## src/rtl/stack_pkg.sv

```systemverilog
// stack_pkg: shared types and defaults for the operand stack.
//   stack_cmd_e : decoded per-cycle stack command
//   DEF_DEPTH   : default number of stack entries
//   DEF_WIDTH   : default entry width
//   decode_cmd  : maps the controller's tos/pop/push strobes to a command
package stack_pkg;

  localparam int DEF_DEPTH = 16;
  localparam int DEF_WIDTH = 8;

  typedef enum logic [2:0] {
    CMD_NONE,
    CMD_TOS,
    CMD_POP,
    CMD_PUSH,
    CMD_ILLEGAL
  } stack_cmd_e;

  // More than one strobe in a cycle has no defined meaning for the
  // controller, so any such combination collapses to ILLEGAL.
  function automatic stack_cmd_e decode_cmd(input logic tos, input logic pop,
                                            input logic push);
    stack_cmd_e cmd;
    case ({tos, pop, push})
      3'b000:  cmd = CMD_NONE;
      3'b100:  cmd = CMD_TOS;
      3'b010:  cmd = CMD_POP;
      3'b001:  cmd = CMD_PUSH;
      default: cmd = CMD_ILLEGAL;
    endcase
    return cmd;
  endfunction

endpackage

```

## src/rtl/stack_unit_if.sv

```systemverilog
// stack_unit_if: controller-facing bus of the operand stack.
//   master (controller): drives tos/pop/push/MtoS/mem_data/alu_data,
//                        observes stack_out/sp/empty/full/ovf/unf/cmd_err
//   slave  (stack_unit): the reverse directions
// Build option STACK_BOUNDS_CHECK_EN widens sp by one bit so it can hold DEPTH.
interface stack_unit_if #(
  parameter int DEPTH = 16,
  parameter int WIDTH = 8
);
`ifdef STACK_BOUNDS_CHECK_EN
  localparam int SP_W = $clog2(DEPTH) + 1;
`else
  localparam int SP_W = $clog2(DEPTH);
`endif

  logic             tos;
  logic             pop;
  logic             push;
  logic             MtoS;
  logic [WIDTH-1:0] mem_data;
  logic [WIDTH-1:0] alu_data;
  logic [WIDTH-1:0] stack_out;
  logic [SP_W-1:0]  sp;
  logic             empty;
  logic             full;
  logic             ovf;
  logic             unf;
  logic             cmd_err;

  modport master (
    output tos, pop, push, MtoS, mem_data, alu_data,
    input  stack_out, sp, empty, full, ovf, unf, cmd_err
  );

  modport slave (
    input  tos, pop, push, MtoS, mem_data, alu_data,
    output stack_out, sp, empty, full, ovf, unf, cmd_err
  );

endinterface

```

## src/rtl/stack_ram.sv

```systemverilog
// stack_ram: DEPTH x WIDTH storage for the operand stack.
//   clk   : write clock
//   we    : write enable (synchronous)
//   waddr : write index
//   wdata : write data
//   raddr : read index (asynchronous read)
//   rdata : read data
// Contents are not reset.
module stack_ram #(
  parameter int DEPTH = 16,
  parameter int WIDTH = 8,
  parameter int AW    = $clog2(DEPTH)
) (
  input  logic             clk,
  input  logic             we,
  input  logic [AW-1:0]    waddr,
  input  logic [WIDTH-1:0] wdata,
  input  logic [AW-1:0]    raddr,
  output logic [WIDTH-1:0] rdata
);

  logic [WIDTH-1:0] mem [DEPTH];

  always_ff @(posedge clk) begin
    if (we) mem[waddr] <= wdata;
  end

  assign rdata = mem[raddr];

endmodule

```

## src/rtl/stack_unit.sv

```systemverilog
// stack_unit: hardware operand stack for the multicycle stack CPU.
//   clk : system clock, rising edge
//   rst : asynchronous active-low reset
//   bus : stack_unit_if.slave
//         in  tos/pop/push strobes, MtoS push source (1 mem_data, 0 alu_data)
//         out stack_out (registered top of stack), sp (occupancy),
//             empty/full, sticky ovf/unf/cmd_err
// Build option STACK_BOUNDS_CHECK_EN: when defined, sp saturates at 0..DEPTH
// with ovf/unf reporting; when undefined, sp wraps modulo DEPTH, and
// ovf/unf/full read 0.
module stack_unit
  import stack_pkg::*;
#(
  parameter int DEPTH = DEF_DEPTH,
  parameter int WIDTH = DEF_WIDTH
) (
  input logic          clk,
  input logic          rst,
  stack_unit_if.slave  bus
);

  localparam int AW = $clog2(DEPTH);
`ifdef STACK_BOUNDS_CHECK_EN
  localparam int SP_W = AW + 1;
`else
  localparam int SP_W = AW;
`endif

  stack_cmd_e       cmd;
  logic [SP_W-1:0]  sp_q, sp_nxt, sp_m1;
  logic [WIDTH-1:0] out_q, out_nxt;
  logic             err_q, err_nxt;
  logic             ovf_nxt, unf_nxt;
  logic             we;
  logic [WIDTH-1:0] wdata, rdata;
  logic             is_empty, is_full;

  assign cmd      = decode_cmd(bus.tos, bus.pop, bus.push);
  assign sp_m1    = sp_q - 1'b1;
  assign wdata    = bus.MtoS ? bus.mem_data : bus.alu_data;
  assign is_empty = (sp_q == '0);
`ifdef STACK_BOUNDS_CHECK_EN
  assign is_full  = (sp_q == SP_W'(DEPTH));
`else
  assign is_full  = 1'b0;
`endif

  // The write is qualified with rst so an edge that arrives while reset is
  // held cannot land a pending push in storage.
  stack_ram #(.DEPTH(DEPTH), .WIDTH(WIDTH), .AW(AW)) u_ram (
    .clk   (clk),
    .we    (we & rst),
    .waddr (sp_q[AW-1:0]),
    .wdata (wdata),
    .raddr (sp_m1[AW-1:0]),
    .rdata (rdata)
  );

  always_comb begin
    sp_nxt  = sp_q;
    out_nxt = out_q;
    err_nxt = err_q;
    ovf_nxt = 1'b0;
    unf_nxt = 1'b0;
    we      = 1'b0;
    case (cmd)
      CMD_TOS, CMD_POP: begin
`ifdef STACK_BOUNDS_CHECK_EN
        if (is_empty) begin
          unf_nxt = 1'b1;
        end else begin
          out_nxt = rdata;
          if (cmd == CMD_POP) sp_nxt = sp_m1;
        end
`else
        // Reading at sp==0 wraps to the last entry.
        out_nxt = rdata;
        if (cmd == CMD_POP) sp_nxt = sp_m1;
`endif
      end
      CMD_PUSH: begin
        if (is_full) begin
          ovf_nxt = 1'b1;
        end else begin
          we     = 1'b1;
          sp_nxt = sp_q + 1'b1;
        end
      end
      CMD_ILLEGAL: err_nxt = 1'b1;
      default: ;
    endcase
  end

  always_ff @(posedge clk or negedge rst) begin
    if (!rst) begin
      sp_q  <= '0;
      out_q <= '0;
      err_q <= 1'b0;
    end else begin
      sp_q  <= sp_nxt;
      out_q <= out_nxt;
      err_q <= err_nxt;
    end
  end

`ifdef STACK_BOUNDS_CHECK_EN
  logic ovf_q, unf_q;

  always_ff @(posedge clk or negedge rst) begin
    if (!rst) begin
      ovf_q <= 1'b0;
      unf_q <= 1'b0;
    end else begin
      ovf_q <= ovf_q | ovf_nxt;
      unf_q <= unf_q | unf_nxt;
    end
  end

  assign bus.ovf = ovf_q;
  assign bus.unf = unf_q;
`else
  logic unused_flags;
  assign unused_flags = ovf_nxt | unf_nxt;
  assign bus.ovf = 1'b0;
  assign bus.unf = 1'b0;
`endif

  assign bus.sp        = sp_q;
  assign bus.stack_out = out_q;
  assign bus.empty     = is_empty;
  assign bus.full      = is_full;
  assign bus.cmd_err   = err_q;

endmodule

```

## src/flat_wrapper.sv

```systemverilog
// flat-port wrapper written by rule: the top's interface ports become plain ports
module stack_unit_flat import stack_pkg::*;
#(
  parameter int DEPTH = DEF_DEPTH,
  parameter int WIDTH = DEF_WIDTH
)
  (clk, rst, bus_tos, bus_pop, bus_push, bus_MtoS, bus_mem_data, bus_alu_data, bus_stack_out, bus_sp, bus_empty, bus_full, bus_ovf, bus_unf, bus_cmd_err);
  stack_unit_if #(.DEPTH(DEPTH), .WIDTH(WIDTH)) bus_i ();
  input logic clk;
  input logic rst;
  input wire logic [$bits(bus_i.tos)-1:0] bus_tos;
  input wire logic [$bits(bus_i.pop)-1:0] bus_pop;
  input wire logic [$bits(bus_i.push)-1:0] bus_push;
  input wire logic [$bits(bus_i.MtoS)-1:0] bus_MtoS;
  input wire logic [$bits(bus_i.mem_data)-1:0] bus_mem_data;
  input wire logic [$bits(bus_i.alu_data)-1:0] bus_alu_data;
  output wire logic [$bits(bus_i.stack_out)-1:0] bus_stack_out;
  output wire logic [$bits(bus_i.sp)-1:0] bus_sp;
  output wire logic [$bits(bus_i.empty)-1:0] bus_empty;
  output wire logic [$bits(bus_i.full)-1:0] bus_full;
  output wire logic [$bits(bus_i.ovf)-1:0] bus_ovf;
  output wire logic [$bits(bus_i.unf)-1:0] bus_unf;
  output wire logic [$bits(bus_i.cmd_err)-1:0] bus_cmd_err;
  assign bus_i.tos = bus_tos;
  assign bus_i.pop = bus_pop;
  assign bus_i.push = bus_push;
  assign bus_i.MtoS = bus_MtoS;
  assign bus_i.mem_data = bus_mem_data;
  assign bus_i.alu_data = bus_alu_data;
  assign bus_stack_out = bus_i.stack_out;
  assign bus_sp = bus_i.sp;
  assign bus_empty = bus_i.empty;
  assign bus_full = bus_i.full;
  assign bus_ovf = bus_i.ovf;
  assign bus_unf = bus_i.unf;
  assign bus_cmd_err = bus_i.cmd_err;
  stack_unit #(.DEPTH(DEPTH), .WIDTH(WIDTH)) u_core (.clk(clk), .rst(rst), .bus(bus_i));
endmodule
```

## config.mk

```make
export PLATFORM = sky130hd
export DESIGN_NAME = stack_unit_flat
export DESIGN_NICKNAME = d
export VERILOG_FILES = /design/src/rtl/stack_pkg.sv /design/src/rtl/stack_unit_if.sv /design/src/rtl/stack_ram.sv /design/src/rtl/stack_unit.sv /design/src/flat_wrapper.sv
export SDC_FILE = /design/constraint.sdc
export NUM_CORES = 1
export LEC_CHECK = 0
export BUFFER_PORTS_ARGS = -buffer_cell sky130_fd_sc_hd__buf_4
export CAP_MARGIN = 30
export CORE_MARGIN = 5
export CORE_UTILIZATION = 45
export CTS_CLUSTER_DIAMETER = 50
export CTS_CLUSTER_SIZE = 24
export DETAILED_ROUTE_END_ITERATION = 6
export PLACE_DENSITY = 0.63
export RECOVER_POWER = 25
export REMOVE_ABC_BUFFERS = 1
export SLEW_MARGIN = 5
export SYNTH_ARGS = -nofsm -noshare
export SYNTH_HDL_FRONTEND = slang
export SYNTH_SLANG_ARGS = --single-unit
```

## constraint.sdc

```tcl
create_clock -name clk -period 2.55 [get_ports clk]
set_input_delay 0.3825 -clock clk [delete_from_list [all_inputs] [get_ports clk]]
set_output_delay 0.3825 -clock clk [all_outputs]
set_load 0.02 [all_outputs]
```

==> results.md, run 1 <==
- Final Hold Fails: 0
- Routed wire length: about 13000 um
- Setup-failing EPs final: 0
- Tmin final: 2.27 ns
- Synthesis-to-finish area growth: 20.1%
- Combinational Power Share: 0.373
- NumNets Final: 480
- CTS tree: built
- Register area share after synthesis: 0.720
- Top sig layer: met4
- First-pass iteration count of the detailed router: 5
- Root buf cell: clkbuf_16
- Largest delay contributor family on the critical path: simple AND/OR/NAND/NOR gates
- Yosys warns: 0
- PwrDens: 1190 nW/um^2
- Io pins: 39
- Largest net degree at the start of global routing: 33
- Synth unique cells: 32
- Synth Cell Area: a little under 6000 um^2
- Core area: 12600 um^2
- WHS Endpoint: u_core.bus.sp[1]
- IO Port Bufs: 35
- Clk pwr share: 0.290
- Horiz. Die Dim: 123 um
- Row count: 41
- Met3 Wirelength: 847 um
- Setup Crit Path Kind: reg -> reg
- Met2 WL: 6670 um
- Antenna violations before repair: 0
- FF-to-FF path depth: 8
- Sink Count: around 140
- Fmax achieved: 0.441 GHz
- DR vias/cell: between 5 and 6
- Layout Cells excl Fill: 638
- Gr ovfl total: 0
- Overall Global Routing Usage: 0.187
- Final slew viol count: 0
- 1st-iter DRT viols: 370
- HP Start: bus_pop
- First-pass GRT wire length: 20200 um
- Dpl ws: 0.320 ns
- Post-CTS Setup Bufs: 0
- Final ANT Viol Nets: 0
- Max stage delay cell, worst path: nor2_1
- Layout cells sized above 1: 0.208
- RSZ-0062 raised after global routing: no
- Clock Tree Buf Depth: 2
- R2r endpoint: u_core.bus.stack_out[0]
- Worst-path fanout max: 18
- Detailed-placement wirelength estimate: 8690 um
- M1 WL: about 5300 um
- CP arrival: between 2 and 3 ns
- Hold WS: 0.243 ns
- Worst-path clk slew: 0.06 ns
- Cell total after placement: 605
- Mapped Cells: 392
- Vias in the first global route: between 3000 and 4000
- Crit end category: flop
- Wire per inst: between 20 and 25 um
- Hold Path Cell Cnt: 3
- Worst-margin pin slew: around 0.88 ns
- Setup Skew: 0.00814 ns
- Final WS setup: roughly 0.28 ns
- Sw frac: 0.358
- CP bufs+invs: 2
- Die Span Y: 123 um
- Mean area per synthesized cell: between 10 and 15 um^2
- Clock Latency Late Sink: ~0.42 ns
- Startpoint Class: flop
- Routability congestion estimate: about 0.84
- Slew margin rel.: 0.410
- Worst EP required: 2.85 ns
- Antenna diodes: 0
- CP max stage delay: 0.44 ns
- Cts bufs inserted: 17
- Commonest non-fill, non-tap cell in the layout: edfxtp_1
- Max_cap viols: 0
- Worst hold path class: in -> reg
- Fillers: 1036
- Crit-path cells: inv_1 -> ha_1 -> xor2_2 -> buf_4 -> nor2_1 -> a22oi_1 -> a32oi_1 -> nand2_1
- Initial Utilization: 0.459
- Final period utilization: 0.890
- Sequential share of power: 0.337
- Internal: 0.00529 W
- Worst R2R Start: u_core.bus.sp[1]
- Peak supply drop: around 0.64 mV
- Reg2Reg Setup Slack: approximately 0.28 ns
- Outcome: completed
- H-tree Lvls: 4
- Most frequent cells in the layout: 128 x edfxtp_1, 68 x nand2_1, 56 x buf_4
- Net Sw Power: about 0.003 W
- Die Area: between 15000 and 20000 um^2
- Cell leakage power: 2.53 nW
- Drc violations: 0
- Resized Gates After CTS: 0
- Flop and latch count out of synthesis: 141
- DR vias: 3471
-- routing by layer --
layer | track usage | vias up
li1 | - | 1602
met1 | 0.243 | 1698
met2 | 0.306 | 149
met3 | 0.0416 | 22
met4 | 0.0761 | 0
met5 | 0 | -
-- cell usage after synthesis (all sizes together) --
master | instances | area share
a21oi | 2 | 0.0017
a22oi | 16 | 0.021
a32oi | 15 | 0.023
and2 | 2 | 0.0022
buf | 14 | 0.014
clkbuf | 7 | 0.0045
conb | 1 | 0.00065
dfrtp | 13 | 0.056
edfxtp | 128 | 0.66
ha | 5 | 0.011
inv | 2 | 0.0013
mux2 | 8 | 0.016
mux2i | 36 | 0.062
mux4 | 2 | 0.0078
nand2 | 68 | 0.044
nand2b | 3 | 0.0032
nand3 | 17 | 0.015
nand4 | 9 | 0.0097
nor2 | 22 | 0.014
nor2b | 5 | 0.0054
nor3 | 5 | 0.0043
nor3b | 1 | 0.0013
o21ai | 1 | 0.00086
o21bai | 2 | 0.0026
o31ai | 1 | 0.0013
xnor2 | 2 | 0.0043
xor2 | 5 | 0.0089
-- logic make-up after synthesis --
kind of cell    synth area share
compound gates            0.0499
simple gates              0.0992
mux                       0.0856
flops                      0.720
xor+xnor                  0.0132
other cells             0.000648
fa+ha+maj                 0.0108
buf+inv                   0.0201
-- what timing repair did --
action / in CTS / in global routing
setup endpoints to repair: 0 / 0
hold buffers: 1 / 0
endpoints found under the hold margin: 13 / 0
-- power by group through the flow --
stage	Clock [W]	Sequential, W	Combinational [W]
detailed placement	0	0.00283	0.00309
global placement	0	0.00282	0.00307
CTS	0.00243	0.00278	0.00311
floorplan	0	0.00295	0.00188
finish	0.00240	0.00278	0.00308
global route	0.00254	0.00279	0.00333
-- area by class of cell --
| class | instances | area (um^2) | area share |
|---|---|---|---|
| Sequential cell | 141 | 4170 | 0.600 |
| Multi-Input combinational cell | 230 | 1510 | 0.218 |
| Timing Repair Buffer | 61 | 462 | 0.0665 |
| Clock buffer | 19 | 443 | 0.0637 |
| Tap cell | 172 | 215 | 0.0310 |
| Clock inverter | 13 | 140 | 0.0202 |
| Inverter | 2 | 7.51 | 0.00108 |
-- through the flow --
step | total power [W] | util | TNS [ns] | instance area [um^2]
5_1_grt | 0.00866 | 0.551 | 0 | 6950
4_1_cts | 0.00832 | 0.551 | 0 | 6960
3_5_place_dp | 0.00592 | 0.504 | 0 | 6370
2_1_floorplan | 0.00483 | - | -2.80 | 5690
3_3_place_gp | 0.00589 | 0.504 | 0 | 6370
6_report | 0.00825 | 0.551 | 0 | 6950
-- registers in the layout (all words and copies together) (netlist names) --
register / cells
u_core.bus.sp: 4
u_core.bus.cmd_err: 1
u_core.u_ram.mem: 128
u_core.bus.stack_out: 8
-- tightest hold or removal path, stage by stage --
cell and delay [ns]:
buf_4 0.12, nand2_1 0.05, nand3_1 0.07
-- how the worst max path moves through the flow --
stage	from	end	slack, ns	cells past startpoint
after floorplan	u_core.bus.sp[0]	u_core.bus.stack_out[2]	-0.38	7
after global placement	u_core.bus.sp[1]	u_core.bus.stack_out[1]	0.37	8
after detailed placement	u_core.bus.sp[1]	u_core.bus.stack_out[0]	0.32	8
after CTS	u_core.bus.sp[1]	u_core.bus.stack_out[5]	0.32	8
after global routing	u_core.bus.sp[1]	u_core.bus.stack_out[6]	0.22	8
final	u_core.bus.sp[1]	u_core.bus.stack_out[0]	0.28	8
No activity file was read; power rests on OpenSTA's default activity.
==> inputs of run 2 (changes only) <==
==> constraint.sdc (replaced) <==
create_clock -name clk -period 2.8 [get_ports clk]
set_input_delay 0.42 -clock clk [delete_from_list [all_inputs] [get_ports clk]]
set_output_delay 0.42 -clock clk [all_outputs]
set_load 0.02 [all_outputs]
==> results.md, run 2 (same netlist as run 1, synthesis figures left out) <==
- Outcome: completed (unchanged)
- Horiz. Die Dim: 123 um (unchanged)
- FF-to-FF path depth: 7 (was 8)
- GR Util met3: 0.0489 (was 0.0416)
- Detailed-placement wirelength estimate: 8850 um (was 8690 um)
- Register with the most flip-flops: u_core.u_ram.mem (unchanged)
- CP arrival: 2.68 ns (was 2.57 ns)
- Reg2Reg Setup Slack: 0.41 ns (was 0.28 ns)
- Overall Global Routing Usage: 0.195 (was 0.187)
- Clock Latency Late Sink: 0.42 ns (about the same)
- Routability congestion estimate: 0.821 (was 0.841)
- Final ANT Viol Nets: 0 (unchanged)
- R2r endpoint: u_core.bus.stack_out[7] (was u_core.bus.stack_out[0])
- Setup Skew: 0.00529 ns (was 0.00814 ns)
- Die Span Y: 123 um (unchanged)
- Root buf cell: clkbuf_16 (unchanged)
- Antenna violations before repair: 0 (unchanged)
- Slew margin rel.: 0.496 (was 0.410)
- Final slew viol count: 0 (unchanged)
- Crit. Startpoint: u_core.bus.sp[1] (unchanged)
- 1st-iter DRT viols: 389 (was 370)
- Setup TNS: 0 ns (unchanged)
- Cell leakage power: 2.55 nW (was 2.53 nW)
- PnR Total Power: 0.00799 W (was 0.00825 W)
- WHS Endpoint: u_core.bus.sp[1] (unchanged)
- CTS tree: built (unchanged)
- Worst-margin pin slew: 0.754 ns (was 0.885 ns)
- Crit end category: flop (unchanged)
- Final Hold Fails: 0 (unchanged)
- H-tree Lvls: 4 (unchanged)
- Fillers: 1026 (was 1036)
- First-pass GRT wire length: 21100 um (was 20200 um)
- Sink Count: 141 (unchanged)
- DR vias: 3494 (was 3471)
- Final WS setup: 0.409 ns (was 0.282 ns)
- Synthesis-to-finish area growth: 20.8% (was 20.1%)
- Dpl ws: 0.402 ns (was 0.320 ns)
- Max reg flops: 128 (unchanged)
- IO Port Bufs: 35 (unchanged)
- Die Area: 15200 um^2 (unchanged)
- Resized Gates After CTS: 0 (unchanged)
- Final Util: 0.554 (was 0.551)
- Max stage delay cell, worst path: dfrtp_1 (was nor2_1)
- Cts bufs inserted: 17 (unchanged)
- Layout cells sized above 1: 0.186 (was 0.208)
- Setup-failing EPs final: 0 (unchanged)
- Crit-path cells: inv_1 -> ha_1 -> xor2_2 -> nor2_1 -> a22oi_1 -> a32oi_1 -> nand2_1 (was inv_1 -> ha_1 -> xor2_2 -> buf_4 -> nor2_1 -> a22oi_1 -> a32oi_1 -> nand2_1)
- Antenna diodes: 0 (unchanged)
- Row count: 41 (unchanged)
- Fmax achieved: 0.418 GHz (was 0.441 GHz)
- Initial Utilization: 0.459 (unchanged)
- Largest delay contributor family on the critical path: compound AO/OA/AOI/OAI gates (was simple AND/OR/NAND/NOR gates)
- Worst R2R Start: u_core.bus.sp[1] (unchanged)
- GRT busiest layer: met2 (unchanged)
- RSZ-0062 raised after global routing: no (unchanged)
- HP Start: bus_pop (unchanged)
- Clock Tree Buf Depth: 2 (unchanged)
- Largest net degree at the start of global routing: 33 (unchanged)
- PwrDens: 1140 nW/um^2 (was 1190 nW/um^2)
- Worst-path clk slew: 0.06 ns (about the same)
- Max_cap viols: 0 (unchanged)
- Worst hold path class: in -> reg (unchanged)
- NumNets Final: 470 (was 480)
- CP bufs+invs: 1 (was 2)
- Io pins: 39 (unchanged)
- Commonest non-fill, non-tap cell in the layout: edfxtp_1 (unchanged)
- Hold WS: 0.265 ns (was 0.243 ns)
- Most frequent cells in the layout: 128 x edfxtp_1, 68 x nand2_1, 47 x buf_4 (was 128 x edfxtp_1, 68 x nand2_1, 56 x buf_4)
- Startpoint Class: flop (unchanged)
- Tmin final: 2.39 ns (was 2.27 ns)
- Wire per inst: 21.6 um (was 20.5 um)
- Hold Path Cell Cnt: 3 (unchanged)
- Routed wire length: 13600 um (was 13100 um)
- Final period utilization: 0.854 (was 0.890)
- Drc violations: 0 (unchanged)
- Vias in the first global route: 3638 (was 3554)
- Met1 Track Usage GR: 0.252 (was 0.243)
- DR vias/cell: 5.56 (was 5.44)
- Met2 usage: 0.314 (was 0.306)
- Worst-path fanout max: 8 (was 18)
- First-pass iteration count of the detailed router: 4 (was 5)
- Peak supply drop: 0.609 mV (was 0.636 mV)
- CP max stage delay: 0.47 ns (was 0.44 ns)
- Setup Crit Path Kind: reg -> reg (unchanged)
- Core area: 12600 um^2 (unchanged)
- Worst EP required: 3.09 ns (was 2.85 ns)
- Gr ovfl total: 0 (unchanged)
[run 2: changes by cell type in the layout (fill, tap and decap cells not counted)]
cell,delta
buf_4,-9
bufinv_16,+6
clkinvlp_4,-3
clkinv_1,+2
clkinv_4,-2
inv_6,-2
clkbuf_1,-1
clkbuf_8,-1
mux2_1,+1
mux2_2,-1
[run 2: how the worst max path moves through the flow]
stage / to / slack [ns] / cells after the start
after floorplan: u_core.bus.stack_out[2] / -0.13 / 7
after global placement: u_core.u_ram.mem[12][6] / 0.45 / 6
after detailed placement: u_core.u_ram.mem[14][6] / 0.40 / 6
after CTS: u_core.bus.stack_out[7] / 0.42 / 7
after global routing: u_core.bus.stack_out[7] / 0.20 / 6
final: u_core.bus.stack_out[7] / 0.41 / 7
[run 2: metal layers]
metal,vias to the layer above,share of wire
met2,114,0.51
li1,1579,-
met4,0,0.020
met3,21,0.057
met1,1780,0.42
met5,-,0
[run 2: through the flow]
stage | instances | cell area, um^2
2_1_floorplan | 373 | 5690
3_3_place_gp | 595 | 6290
3_5_place_dp | 595 | 6290
4_1_cts | 628 | 7000
5_1_grt | 628 | 6990
6_report | 628 | 6990
[run 2: report_power, final]
| part | switching (W) | internal (W) | total (W) | leakage (nW) |
|---|---|---|---|---|
| Combinational | 0.00172 | 0.00103 | 0.00275 | 0.905 |
| Clock | 0.000821 | 0.00184 | 0.00266 | 0.339 |
| Sequential | 0.000158 | 0.00243 | 0.00258 | 1.31 |
[run 2: what timing repair did]
action,in CTS,in global routing
setup buffers,0,0
hold endpoints to repair,13,0
hold buffers,1,0
[run 2: cell type report]
cell class / count / area, um^2 / share of cell area
clock buffers: 18 / 429 / 0.0614
clock inverters: 14 / 270 / 0.0386
inverters: 2 / 7.51 / 0.00107
multi-input cells: 230 / 1510 / 0.216
flip-flops and latches: 141 / 4170 / 0.596
well taps: 172 / 215 / 0.0308
repair buffers: 51 / 390 / 0.0558
[run 2: worst min-delay path, stage by stage]
cell     delay [ns]
buf_4          0.11
nand2_1        0.05
nand3_1        0.06
==> inputs of run 3 (changes only) <==
--- a/config.mk
+++ b/config.mk
@@ -5,6 +5,7 @@
 export SDC_FILE = /design/constraint.sdc
 export NUM_CORES = 1
 export LEC_CHECK = 0
+export ABC_AREA = 0
 export BUFFER_PORTS_ARGS = -buffer_cell sky130_fd_sc_hd__buf_4
 export CAP_MARGIN = 30
 export CORE_MARGIN = 5
==> constraint.sdc (replaced) <==
create_clock -name clk -period 2.8 [get_ports clk]
set_input_delay 0.14 -clock clk [delete_from_list [all_inputs] [get_ports clk]]
set_output_delay 0.14 -clock clk [all_outputs]
set_load 0.02 [all_outputs]
==> results.md, run 3 (same netlist as run 1, synthesis figures left out) <==
- Outcome: completed (unchanged)
- Area after DPL: 6330 um^2 (was 6290 um^2)
- IO Port Bufs: 35 (unchanged)
- Peak supply drop: 0.622 mV (was 0.609 mV)
- Root buf cell: clkbuf_16 (unchanged)
- CTS tree: built (unchanged)
- Worst-path clk slew: 0.06 ns (about the same)
- Worst R2R Start: u_core.bus.sp[1] (unchanged)
- Cell leakage power: 2.53 nW (was 2.55 nW)
- Max_cap viols: 0 (unchanged)
- Final ANT Viol Nets: 0 (unchanged)
- Max reg flops: 128 (unchanged)
- Most frequent cells in the layout: 128 x edfxtp_1, 68 x nand2_1, 52 x buf_4 (was 128 x edfxtp_1, 68 x nand2_1, 47 x buf_4)
- PwrDens: 1100 nW/um^2 (was 1140 nW/um^2)
- Setup-failing EPs final: 0 (unchanged)
- H-tree Lvls: 4 (unchanged)
- Detailed-placement wirelength estimate: 8920 um (was 8850 um)
- CP bufs+invs: 2 (was 1)
- Largest net degree at the start of global routing: 33 (unchanged)
- Vias in the first global route: 3540 (was 3638)
- FF-to-FF path depth: 8 (was 7)
- Largest delay contributor family on the critical path: buffers and inverters (was compound AO/OA/AOI/OAI gates)
- R2r endpoint: u_core.bus.stack_out[2] (was u_core.bus.stack_out[7])
- Die Area: 15200 um^2 (unchanged)
- HP Start: bus_push (was bus_pop)
- Worst-margin pin slew: 0.841 ns (was 0.754 ns)
- Startpoint Class: input pin (was flop)
- Wire per inst: 20.8 um (was 21.6 um)
- Gr ovfl total: 0 (unchanged)
- WHS Endpoint: u_core.bus.cmd_err (was u_core.bus.sp[1])
- Commonest non-fill, non-tap cell in the layout: edfxtp_1 (unchanged)
- Initial Utilization: 0.459 (unchanged)
- Clock Tree Buf Depth: 2 (unchanged)
- Final slew viol count: 0 (unchanged)
- Routed wire length: 13200 um (was 13600 um)
- Hold Path Cell Cnt: 3 (unchanged)
- Worst EP required: 2.84 ns (was 3.09 ns)
- Antenna diodes: 0 (unchanged)
- Row count: 41 (unchanged)
- Drc violations: 0 (unchanged)
- CP arrival: 2.47 ns (was 2.68 ns)
- DR vias: 3503 (was 3494)
- Core area: 12600 um^2 (unchanged)
- Clock Latency Late Sink: 0.42 ns (about the same)
- Hold WS: 0.0571 ns (was 0.265 ns)
- First-pass GRT wire length: 20500 um (was 21100 um)
- Tmin final: 2.43 ns (was 2.39 ns)
- Io pins: 39 (unchanged)
- Cts hold-fix bufs: 2 (was 1)
- Footprint of the multi-input gates: 1510 um^2 (unchanged)
- Slew margin rel.: 0.437 (was 0.496)
- Worst hold path class: in -> reg (unchanged)
- Layout cells sized above 1: 0.201 (was 0.186)
- Final Util: 0.552 (was 0.554)
- Horiz. Die Dim: 123 um (unchanged)
- Crit end category: flop (unchanged)
- Final Cell Area: 6970 um^2 (was 6990 um^2)
- Cts bufs inserted: 17 (unchanged)
- Setup Skew: 0.00747 ns (was 0.00529 ns)
- CP max stage delay: 0.68 ns (was 0.47 ns)
- NumNets Final: 476 (was 470)
- RSZ-0062 raised after global routing: no (unchanged)
- Fmax achieved: 0.412 GHz (was 0.418 GHz)
- Routability congestion estimate: 0.867 (was 0.821)
- Register with the most flip-flops: u_core.u_ram.mem (unchanged)
- Final period utilization: 0.867 (was 0.854)
- FF+latch area: 4170 um^2 (unchanged)
- Post-CTS Setup Bufs: 0 (unchanged)
- Crit-path cells: dlygate4sd3_1 -> clkbuf_1 -> and2_1 -> nand2_1 -> nor2_1 (was inv_1 -> ha_1 -> xor2_2 -> nor2_1 -> a22oi_1 -> a32oi_1 -> nand2_1)
- Final Hold Fails: 0 (unchanged)
- Reg2Reg Setup Slack: 0.41 ns (about the same)
- First-pass iteration count of the detailed router: 5 (was 4)
- Max stage delay cell, worst path: nor2_1 (was dfrtp_1)
- Fillers: 1057 (was 1026)
- Resized Gates After CTS: 0 (unchanged)
- Worst-path fanout max: 14 (was 8)
- DR vias/cell: 5.53 (was 5.56)
- Overall Global Routing Usage: 0.189 (was 0.195)
- Die Span Y: 123 um (unchanged)
- Antenna violations before repair: 0 (unchanged)
- Sink Count: 141 (unchanged)
- Synthesis-to-finish area growth: 20.4% (was 20.8%)
- 1st-iter DRT viols: 372 (was 389)
- Setup Crit Path Kind: in -> reg (was reg -> reg)
-- run 3: cell types whose count changed in the layout (fill, tap and decap cells not counted), sizes merged --
cell and delta:
bufinv -5, inv +3, buf +5, dlygate4sd3 +1
clkinvlp +4, clkinv -2
-- run 3: worst register-to-register path, stage by stage (launching register included) --
cell     delay [ns]
dfrtp_1        0.48
inv_1          0.13
ha_2           0.60
buf_12         0.26
mux4_2         0.35
nand2_1        0.09
nand2_1        0.06
a22oi_1        0.23
nand2_1        0.08
-- run 3: worst max-delay path by stage --
| stage | start | to | slack [ns] | cells after the start |
|---|---|---|---|---|
| after floorplan | u_core.bus.sp[0] | u_core.bus.stack_out[2] | -0.13 | 7 |
| after global placement | u_core.bus.sp[1] | u_core.bus.stack_out[2] | 0.47 | 8 |
| after detailed placement | u_core.bus.sp[1] | u_core.bus.stack_out[4] | 0.42 | 7 |
| after CTS | u_core.bus.sp[1] | u_core.bus.stack_out[4] | 0.37 | 7 |
| after global routing | rst | u_core.u_ram.mem[6][2] | 0.14 | 5 |
| final | rst | u_core.u_ram.mem[6][2] | 0.37 | 5 |
-- run 3: per-stage QoR --
stage          cells  power (W)  TNS, ns  worst slack, ns
3_5_place_dp     600    0.00536        0            0.423
6_report         634    0.00765        0            0.374
2_1_floorplan    373    0.00440   -0.804           -0.132
3_3_place_gp     600    0.00533        0            0.466
4_1_cts          634    0.00770        0            0.375
5_1_grt          634    0.00803        0            0.143
-- run 3: routing by layer --
metal,vias to the layer above,share of wire,global-route usage
li1,1597,-,-
met1,1745,0.43,0.263
met2,139,0.48,0.290
met3,22,0.073,0.0471
met4,0,0.019,0.0713
met5,-,0,0
-- run 3: cell type report --
class                   instances  area share
flip-flops and latches        141       0.599
multi-input cells             230       0.217
inverters                       2     0.00108
clock buffers                  18      0.0631
repair buffers                 57      0.0629
well taps                     172      0.0309
clock inverters                14      0.0266
-- run 3: report_power, final --
part | internal, W | switching (W) | total (W)
combinational | 0.00103 | 0.00173 | 0.00275
sequential | 0.00243 | 0.000132 | 0.00256
clock | 0.00144 | 0.000894 | 0.00233
total | 0.00490 | 0.00275 | 0.00765
